**src/rtl/dc_pfreq_rx_pkg.sv**
```systemverilog
// Shared types for the DC prefetch-request receiver (dc_pfreq_rx).
// Optional duplicate dropping is enabled by defining PFQ_DEDUP_EN.
`ifndef PF_STATBITS
`define PF_STATBITS 16
`endif

package dc_pfreq_rx_pkg;

  typedef logic [33:0] SC_laddr_type;
  typedef logic [21:0] SC_sptbr_type;

  typedef enum logic [1:0] {
    PF_LOOK_MISS     = 2'd0,
    PF_LOOK_HIT      = 2'd1,
    PF_LOOK_HITMISSD = 2'd2,
    PF_LOOK_HITMISSP = 2'd3
  } PF_lookres_type;

  typedef struct packed {
    SC_laddr_type laddr;
    SC_sptbr_type sptbr;
    logic         l2;
  } PF_dcreq_type;

endpackage

```
**src/rtl/pfreq_fifo.sv**
```systemverilog
// DEPTH-entry request FIFO for dc_pfreq_rx; with PFQ_DEDUP_EN defined it also
// exposes a per-entry match vector against a candidate laddr/sptbr.
module pfreq_fifo
  import dc_pfreq_rx_pkg::*;
#(
  parameter  int DEPTH = 4,
  localparam int AW    = $clog2(DEPTH)
) (
  input  logic         clk_i,
  input  logic         rst_i,
  input  logic         push_i,
  input  logic         pop_i,
  input  PF_dcreq_type wdata_i,
  output PF_dcreq_type rdata_o,
  output logic [AW:0]  count_o
`ifdef PFQ_DEDUP_EN
  ,
  input  SC_laddr_type     cmp_laddr_i,
  input  SC_sptbr_type     cmp_sptbr_i,
  output logic [DEPTH-1:0] match_o
`endif
);

  PF_dcreq_type  mem_q [DEPTH];
  logic [AW-1:0] wr_ptr_q, wr_ptr_d;
  logic [AW-1:0] rd_ptr_q, rd_ptr_d;
  logic [AW:0]   count_q, count_d;

  always_comb begin
    wr_ptr_d = push_i ? wr_ptr_q + AW'(1) : wr_ptr_q;
    rd_ptr_d = pop_i  ? rd_ptr_q + AW'(1) : rd_ptr_q;
    count_d  = count_q + (AW+1)'(push_i) - (AW+1)'(pop_i);
  end

  always_ff @(posedge clk_i or posedge rst_i) begin
    if (rst_i) begin
      wr_ptr_q <= '0;
      rd_ptr_q <= '0;
      count_q  <= '0;
    end else begin
      wr_ptr_q <= wr_ptr_d;
      rd_ptr_q <= rd_ptr_d;
      count_q  <= count_d;
    end
  end

  // Storage is not reset: occupancy is tracked by count_q alone.
  always_ff @(posedge clk_i) begin
    if (push_i) mem_q[wr_ptr_q] <= wdata_i;
  end

  assign rdata_o = mem_q[rd_ptr_q];
  assign count_o = count_q;

`ifdef PFQ_DEDUP_EN
  // An entry is live when its distance from the read pointer is below count.
  for (genvar i = 0; i < DEPTH; i++) begin : g_match
    logic [AW-1:0] off;
    assign off        = AW'(i) - rd_ptr_q;
    assign match_o[i] = ({1'b0, off} < count_q)
                        && (mem_q[i].laddr == cmp_laddr_i)
                        && (mem_q[i].sptbr == cmp_sptbr_i);
  end
`endif

endmodule

```
**src/rtl/dc_pfreq_rx.sv**
```systemverilog
// DC-side prefetch request receiver: queues requests, issues tag lookups and
// keeps saturating statistics. Define PFQ_DEDUP_EN to drop duplicate requests.
`ifndef PF_STATBITS
`define PF_STATBITS 16
`endif

module dc_pfreq_rx
  import dc_pfreq_rx_pkg::*;
#(
  parameter int DEPTH    = 4,
  parameter int STATBITS = `PF_STATBITS
) (
  input  logic                clk,
  input  logic                reset,
  input  logic                pftodc_req_valid,
  output logic                pftodc_req_retry,
  input  SC_laddr_type        pftodc_req_laddr,
  input  SC_sptbr_type        pftodc_req_sptbr,
  input  logic                pftodc_req_l2,
  output logic                pfq_look_valid,
  input  logic                pfq_look_retry,
  output SC_laddr_type        pfq_look_laddr,
  output SC_sptbr_type        pfq_look_sptbr,
  output logic                pfq_look_l2,
  input  logic                look_res_valid,
  input  PF_lookres_type      look_res,
  input  logic                snoop_valid,
  input  logic                disp_valid,
  input  logic                stats_clear,
  output logic [STATBITS-1:0] dcstats_nhitmissd,
  output logic [STATBITS-1:0] dcstats_nhitmissp,
  output logic [STATBITS-1:0] dcstats_nhithit,
  output logic [STATBITS-1:0] dcstats_nmiss,
  output logic [STATBITS-1:0] dcstats_ndrop,
  output logic [STATBITS-1:0] dcstats_nreqs,
  output logic [STATBITS-1:0] dcstats_nsnoops,
  output logic [STATBITS-1:0] dcstats_ndisp
);

  localparam int AW = $clog2(DEPTH);

  function automatic logic [STATBITS-1:0] sat_inc(input logic [STATBITS-1:0] v,
                                                  input logic                en);
    if (en && (v != '1)) return v + STATBITS'(1);
    return v;
  endfunction

  logic [AW:0]  count;
  PF_dcreq_type head, wreq;
  logic         accept, push, pop, dup;

  assign pftodc_req_retry = (count == (AW+1)'(DEPTH));
  assign pfq_look_valid   = (count != '0);
  assign accept           = pftodc_req_valid && !pftodc_req_retry;
  assign pop              = pfq_look_valid && !pfq_look_retry;
  assign push             = accept && !dup;

  assign wreq.laddr = pftodc_req_laddr;
  assign wreq.sptbr = pftodc_req_sptbr;
  assign wreq.l2    = pftodc_req_l2;

  // Gate the head fields so stale storage never shows while the queue is empty.
  assign pfq_look_laddr = pfq_look_valid ? head.laddr : '0;
  assign pfq_look_sptbr = pfq_look_valid ? head.sptbr : '0;
  assign pfq_look_l2    = pfq_look_valid ? head.l2    : 1'b0;

`ifdef PFQ_DEDUP_EN
  logic [DEPTH-1:0] match;

  pfreq_fifo #(.DEPTH(DEPTH)) u_fifo (
    .clk_i       (clk),
    .rst_i       (reset),
    .push_i      (push),
    .pop_i       (pop),
    .wdata_i     (wreq),
    .rdata_o     (head),
    .count_o     (count),
    .cmp_laddr_i (pftodc_req_laddr),
    .cmp_sptbr_i (pftodc_req_sptbr),
    .match_o     (match)
  );

  assign dup = |match;
`else
  pfreq_fifo #(.DEPTH(DEPTH)) u_fifo (
    .clk_i   (clk),
    .rst_i   (reset),
    .push_i  (push),
    .pop_i   (pop),
    .wdata_i (wreq),
    .rdata_o (head),
    .count_o (count)
  );

  assign dup = 1'b0;
`endif

  logic [STATBITS-1:0] nhitmissd_q, nhitmissd_d, nhitmissp_q, nhitmissp_d;
  logic [STATBITS-1:0] nhithit_q, nhithit_d, nmiss_q, nmiss_d;
  logic [STATBITS-1:0] nreqs_q, nreqs_d, nsnoops_q, nsnoops_d;
  logic [STATBITS-1:0] ndisp_q, ndisp_d;

  always_comb begin
    nmiss_d     = sat_inc(nmiss_q,     look_res_valid && (look_res == PF_LOOK_MISS));
    nhithit_d   = sat_inc(nhithit_q,   look_res_valid && (look_res == PF_LOOK_HIT));
    nhitmissd_d = sat_inc(nhitmissd_q, look_res_valid && (look_res == PF_LOOK_HITMISSD));
    nhitmissp_d = sat_inc(nhitmissp_q, look_res_valid && (look_res == PF_LOOK_HITMISSP));
    nreqs_d     = sat_inc(nreqs_q,     accept);
    nsnoops_d   = sat_inc(nsnoops_q,   snoop_valid);
    ndisp_d     = sat_inc(ndisp_q,     disp_valid);
    if (stats_clear) begin
      nmiss_d     = '0;
      nhithit_d   = '0;
      nhitmissd_d = '0;
      nhitmissp_d = '0;
      nreqs_d     = '0;
      nsnoops_d   = '0;
      ndisp_d     = '0;
    end
  end

  always_ff @(posedge clk or posedge reset) begin
    if (reset) begin
      nmiss_q     <= '0;
      nhithit_q   <= '0;
      nhitmissd_q <= '0;
      nhitmissp_q <= '0;
      nreqs_q     <= '0;
      nsnoops_q   <= '0;
      ndisp_q     <= '0;
    end else begin
      nmiss_q     <= nmiss_d;
      nhithit_q   <= nhithit_d;
      nhitmissd_q <= nhitmissd_d;
      nhitmissp_q <= nhitmissp_d;
      nreqs_q     <= nreqs_d;
      nsnoops_q   <= nsnoops_d;
      ndisp_q     <= ndisp_d;
    end
  end

`ifdef PFQ_DEDUP_EN
  logic [STATBITS-1:0] ndrop_q, ndrop_d;

  assign ndrop_d = stats_clear ? '0 : sat_inc(ndrop_q, accept && dup);

  always_ff @(posedge clk or posedge reset) begin
    if (reset) ndrop_q <= '0;
    else       ndrop_q <= ndrop_d;
  end

  assign dcstats_ndrop = ndrop_q;
`else
  assign dcstats_ndrop = '0;
`endif

  assign dcstats_nhitmissd = nhitmissd_q;
  assign dcstats_nhitmissp = nhitmissp_q;
  assign dcstats_nhithit   = nhithit_q;
  assign dcstats_nmiss     = nmiss_q;
  assign dcstats_nreqs     = nreqs_q;
  assign dcstats_nsnoops   = nsnoops_q;
  assign dcstats_ndisp     = ndisp_q;

endmodule

```
**config.mk**
```make
export PLATFORM = sky130hd
export DESIGN_NAME = dc_pfreq_rx
export DESIGN_NICKNAME = d
export VERILOG_FILES = /design/src/rtl/dc_pfreq_rx_pkg.sv /design/src/rtl/pfreq_fifo.sv /design/src/rtl/dc_pfreq_rx.sv
export SDC_FILE = /design/constraint.sdc
export NUM_CORES = 1
export LEC_CHECK = 0
export BUFFER_PORTS_ARGS = -buffer_cell sky130_fd_sc_hd__buf_2
export CORE_MARGIN = 2
export CORE_UTILIZATION = 30
export CTS_CLUSTER_DIAMETER = 200
export DETAILED_ROUTE_END_ITERATION = 10
export PLACE_DENSITY = 0.48
export SLEW_MARGIN = 20
export SYNTH_ARGS = -nofsm -noshare
export SYNTH_HDL_FRONTEND = slang
export SYNTH_SLANG_ARGS = --single-unit
export TNS_END_PERCENT = 30
```
**constraint.sdc**
```tcl
create_clock -name clk -period 11.1 [get_ports clk]
set_clock_uncertainty 0.15 [all_clocks]
set_input_delay 2.22 -clock clk [delete_from_list [all_inputs] [get_ports clk]]
set_output_delay 2.22 -clock clk [all_outputs]
set_load 0.02 [all_outputs]
```
==> run_results.csv <==
group,metric,value,unit
run_status,status,"complete, no violations",
pwr,p_leak,7.13,nW
route,vias_per_cell,4.68,
worst_setup_path,cp.required,8.73,ns
clock_network,cts_setup_buffers,0,
route,met3_length,2810,um
worst_setup_path,cp_max_fo,44,
logic_synthesis,yosys_warnings,0,
logic_synthesis,avgSynthCellArea,14.3,sq um
sta,setup_ws,5.76,ns
finish,stdcell_count,1999,
sta,setup_tns,0,ns
placement,place_ws,6.21,ns
clock_network,clk-insertion-delay-late,0.56,ns
floorplan,pin_count,254,
worst_setup_path,worst_path_max_delay_cell,"buf_4",
placement,finalWeightedCongestion,0.811,
clock_network,ctsResizeCount,0,
global_route,grt_max_degree,81,
floorplan,die_width,228,um
logic_synthesis,syn_area,0.0150,sq mm
sta,setup-violations-final,0,
finish,nFillCells,4830,
floorplan,die_h,228,um
finish,drive_gt1_frac,0.283,
worst_setup_path,r2r_slack,8.17,ns
clock_network,hold_buffers,0,
pwr,power_density,226,mW/mm^2
logic_synthesis,async_reset_ff_frac,0.343,
sta,drv_slew,0,
finish,final_cell_mix,"buf_2 (236), edfxtp_1 (228), dfrtp_1 (117)",
worst_setup_path,cp-end-kind,"primary output",
sta,post-route-period-util,0.481,
sta,holdWs,0.363,ns
clock_network,cts_buffer_depth,3,
logic_synthesis,ys_ff_latch,347,
worst_setup_path,cp_slowest_stage_delay,0.76,ns
finish,num-nets-final,1378,
worst_setup_path,cp.arrival,2.97,ns
clock_network,cts_tree,"done",
sta,period_needed,5.34,ns
global_route,grt_pass1_vias,9644,
route,highest_layer,"met5",
route,wl_met1,15800,um
clock_network,clock_sinks,347,
logic_synthesis,yosysUniqueCellTypes,55,
finish,diodes,0,
min_path,min_path_type,"flip-flop to flip-flop",
sta,grt_setup_unrepaired,"no",
logic_synthesis,synth_edf_count,228,
pwr,ir_drop,0.000116,V
global_route,grt_antenna_before_repair,3,
sta,fmax,187,MHz
global_route,grt_first_pass_wirelength,56000,um
placement,dp_cells,1926,
logic_synthesis,yosysTopAreaCellShare,0.455,
route,vias,9363,
global_route,track_usage,0.136,
route,wirelength,35600,um
route,route.detailed.drc,0,
clock_network,htree_levels,2,
floorplan,start_util,0.302,
route,drt_iter0_markers,507,
global_route,grt-ovfl-total,0,
placement,io_buffers,237,
worst_setup_path,critPathKind,"flip-flop to primary output",
clock_network,cts_buffers,41,
route,ant_nets,0,
logic_synthesis,synth_top_area_cell,"edfxtp_1",
logic_synthesis,synth-seq-area-share,0.654,
route,avgRoutedWirePerCell,17.8,um
logic_synthesis,postSynthCellCount,1052,
sta,relSlewSlack,0.355,
finish,syn_to_final_growth,21.3,%
floorplan,core,0.0498,sq mm
sta,hold_violations,0,
logic_synthesis,synthTopCellsByArea,"edfxtp_1 (46%), dfrtp_1 (20%), mux4_2 (8.5%), xor2_1 (2.9%), nor2_1 (2.8%)",
route,wl_met2,16300,um
logic_synthesis,ys.flop_type,"edfxtp_1",
placement,hpwl,21700,um
worst_setup_path,cp-start-kind,"flip-flop",
route,drt-pass1-iter-count,4,
flow_run,drv_cap,0,
clock_network,cts-root-buf,"clkbuf_16",
sta,worst_pin_slew,0.967,ns
floorplan,dieArea,0.0519,sq mm
floorplan,fp-row-count,82,
clock_network,clk_pin_slew,0.06,ns
worst_setup_path,crit_path_cell_trace,"buf_4 > mux4_2 > nor2b_1 > buf_2",
finish,final_common_cell,"buf_2",
==> final timing paths <==
path	cells past startpoint	startpoint	end
hold reg to reg	1	u_fifo.count_o[2]	u_fifo.count_o[2]
setup / recovery	4	u_fifo.rd_ptr_q[0]	pfq_look_laddr[27]
min in group asynchronous	2	reset	dcstats_nhitmissd[13]
max in group asynchronous	3	reset	dcstats_nreqs[5]
hold / removal	1	u_fifo.count_o[2]	u_fifo.count_o[2]
setup reg to reg	10	u_fifo.count_o[1]	u_fifo.count_o[2]
==> power by group <==
part / internal, mW / leakage, nW / switching [mW] / total (mW)
clock: 0.821 / 0.658 / 0.530 / 1.35
sequential: 1.59 / 3.73 / 0.0601 / 1.65
combinational: 0.451 / 2.75 / 0.672 / 1.12
total: 2.86 / 7.13 / 1.26 / 4.12
==> routing by layer <==
metal	up-vias	GRT usage
met5	-	0
met4	6	0.0380
met3	47	0.0494
li1	4390	-
met2	235	0.214
met1	4685	0.178
==> stage by stage <==
step                total power [mW]   util  cell area (sq um)
global route                    4.34  0.367              18200
detailed placement              2.83  0.340              16900
CTS                             4.22  0.367              18200
floorplan                       2.46      -              15100
global placement                2.82  0.340              16900
finish                          4.12  0.367              18200
==> cell usage after synthesis, types with 7 or more instances <==
library cell,n
nand2_1,42
nor3_1,26
and4_1,10
or3_1,8
mux2i_1,10
nor2_1,111
nand4_1,40
a31oi_1,8
dfrtp_1,119
a211oi_1,9
mux4_2,57
o21ai_0,9
o211ai_1,9
xor2_1,49
xnor2_1,36
buf_4,17
clkbuf_1,32
edfxtp_1,228
inv_1,17
nor2b_1,61
nand3_1,39
a21oi_1,17
and3_1,25
ha_1,13
nor4_1,7
==> cell type report <==
| class | count | area, sq um | share of cell area |
|---|---|---|---|
| clock buffers | 52 | 1110 | 0.0608 |
| well taps | 672 | 841 | 0.0461 |
| flip-flops and latches | 347 | 9830 | 0.539 |
| repair buffers | 246 | 1260 | 0.0689 |
| inverters | 17 | 66.3 | 0.00364 |
| clock inverters | 21 | 225 | 0.0123 |
| multi-input cells | 644 | 4910 | 0.269 |
==> cells by family (layout without fill, tap and decap cells) <==
group / count (synthesis) / after routing / synth area share
buffers and inverters: 76 / 336 / 0.0242
AND/OR/NAND/NOR: 397 / 397 / 0.140
other: 1 / 16 / 0.000249
AO/OA/AOI/OAI: 64 / 64 / 0.0274
adder cells (fa/ha/maj): 14 / 14 / 0.0122
flip-flops: 347 / 347 / 0.654
multiplexers: 68 / 68 / 0.0928
XOR/XNOR: 85 / 85 / 0.0495
==> flip-flops by register name, summed over array words and instances (netlist names), 3 cells and up <==
register,flops
u_fifo.mem_q,228
dcstats_ndisp,16
dcstats_nhithit,16
dcstats_nhitmissd,16
dcstats_nhitmissp,16
dcstats_nmiss,16
dcstats_nreqs,16
dcstats_nsnoops,16
u_fifo.count_o,3
==> worst max-delay path, delay by kind of cell, from the launching register on <==
| kind | cells | cell delay (ns) |
|---|---|---|
| DFF | 1 | 0.62 |
| and+or+nand+nor | 1 | 0.17 |
| buffers and inverters | 2 | 0.97 |
| muxes | 1 | 0.59 |
Power figures use the tool's default switching activity.
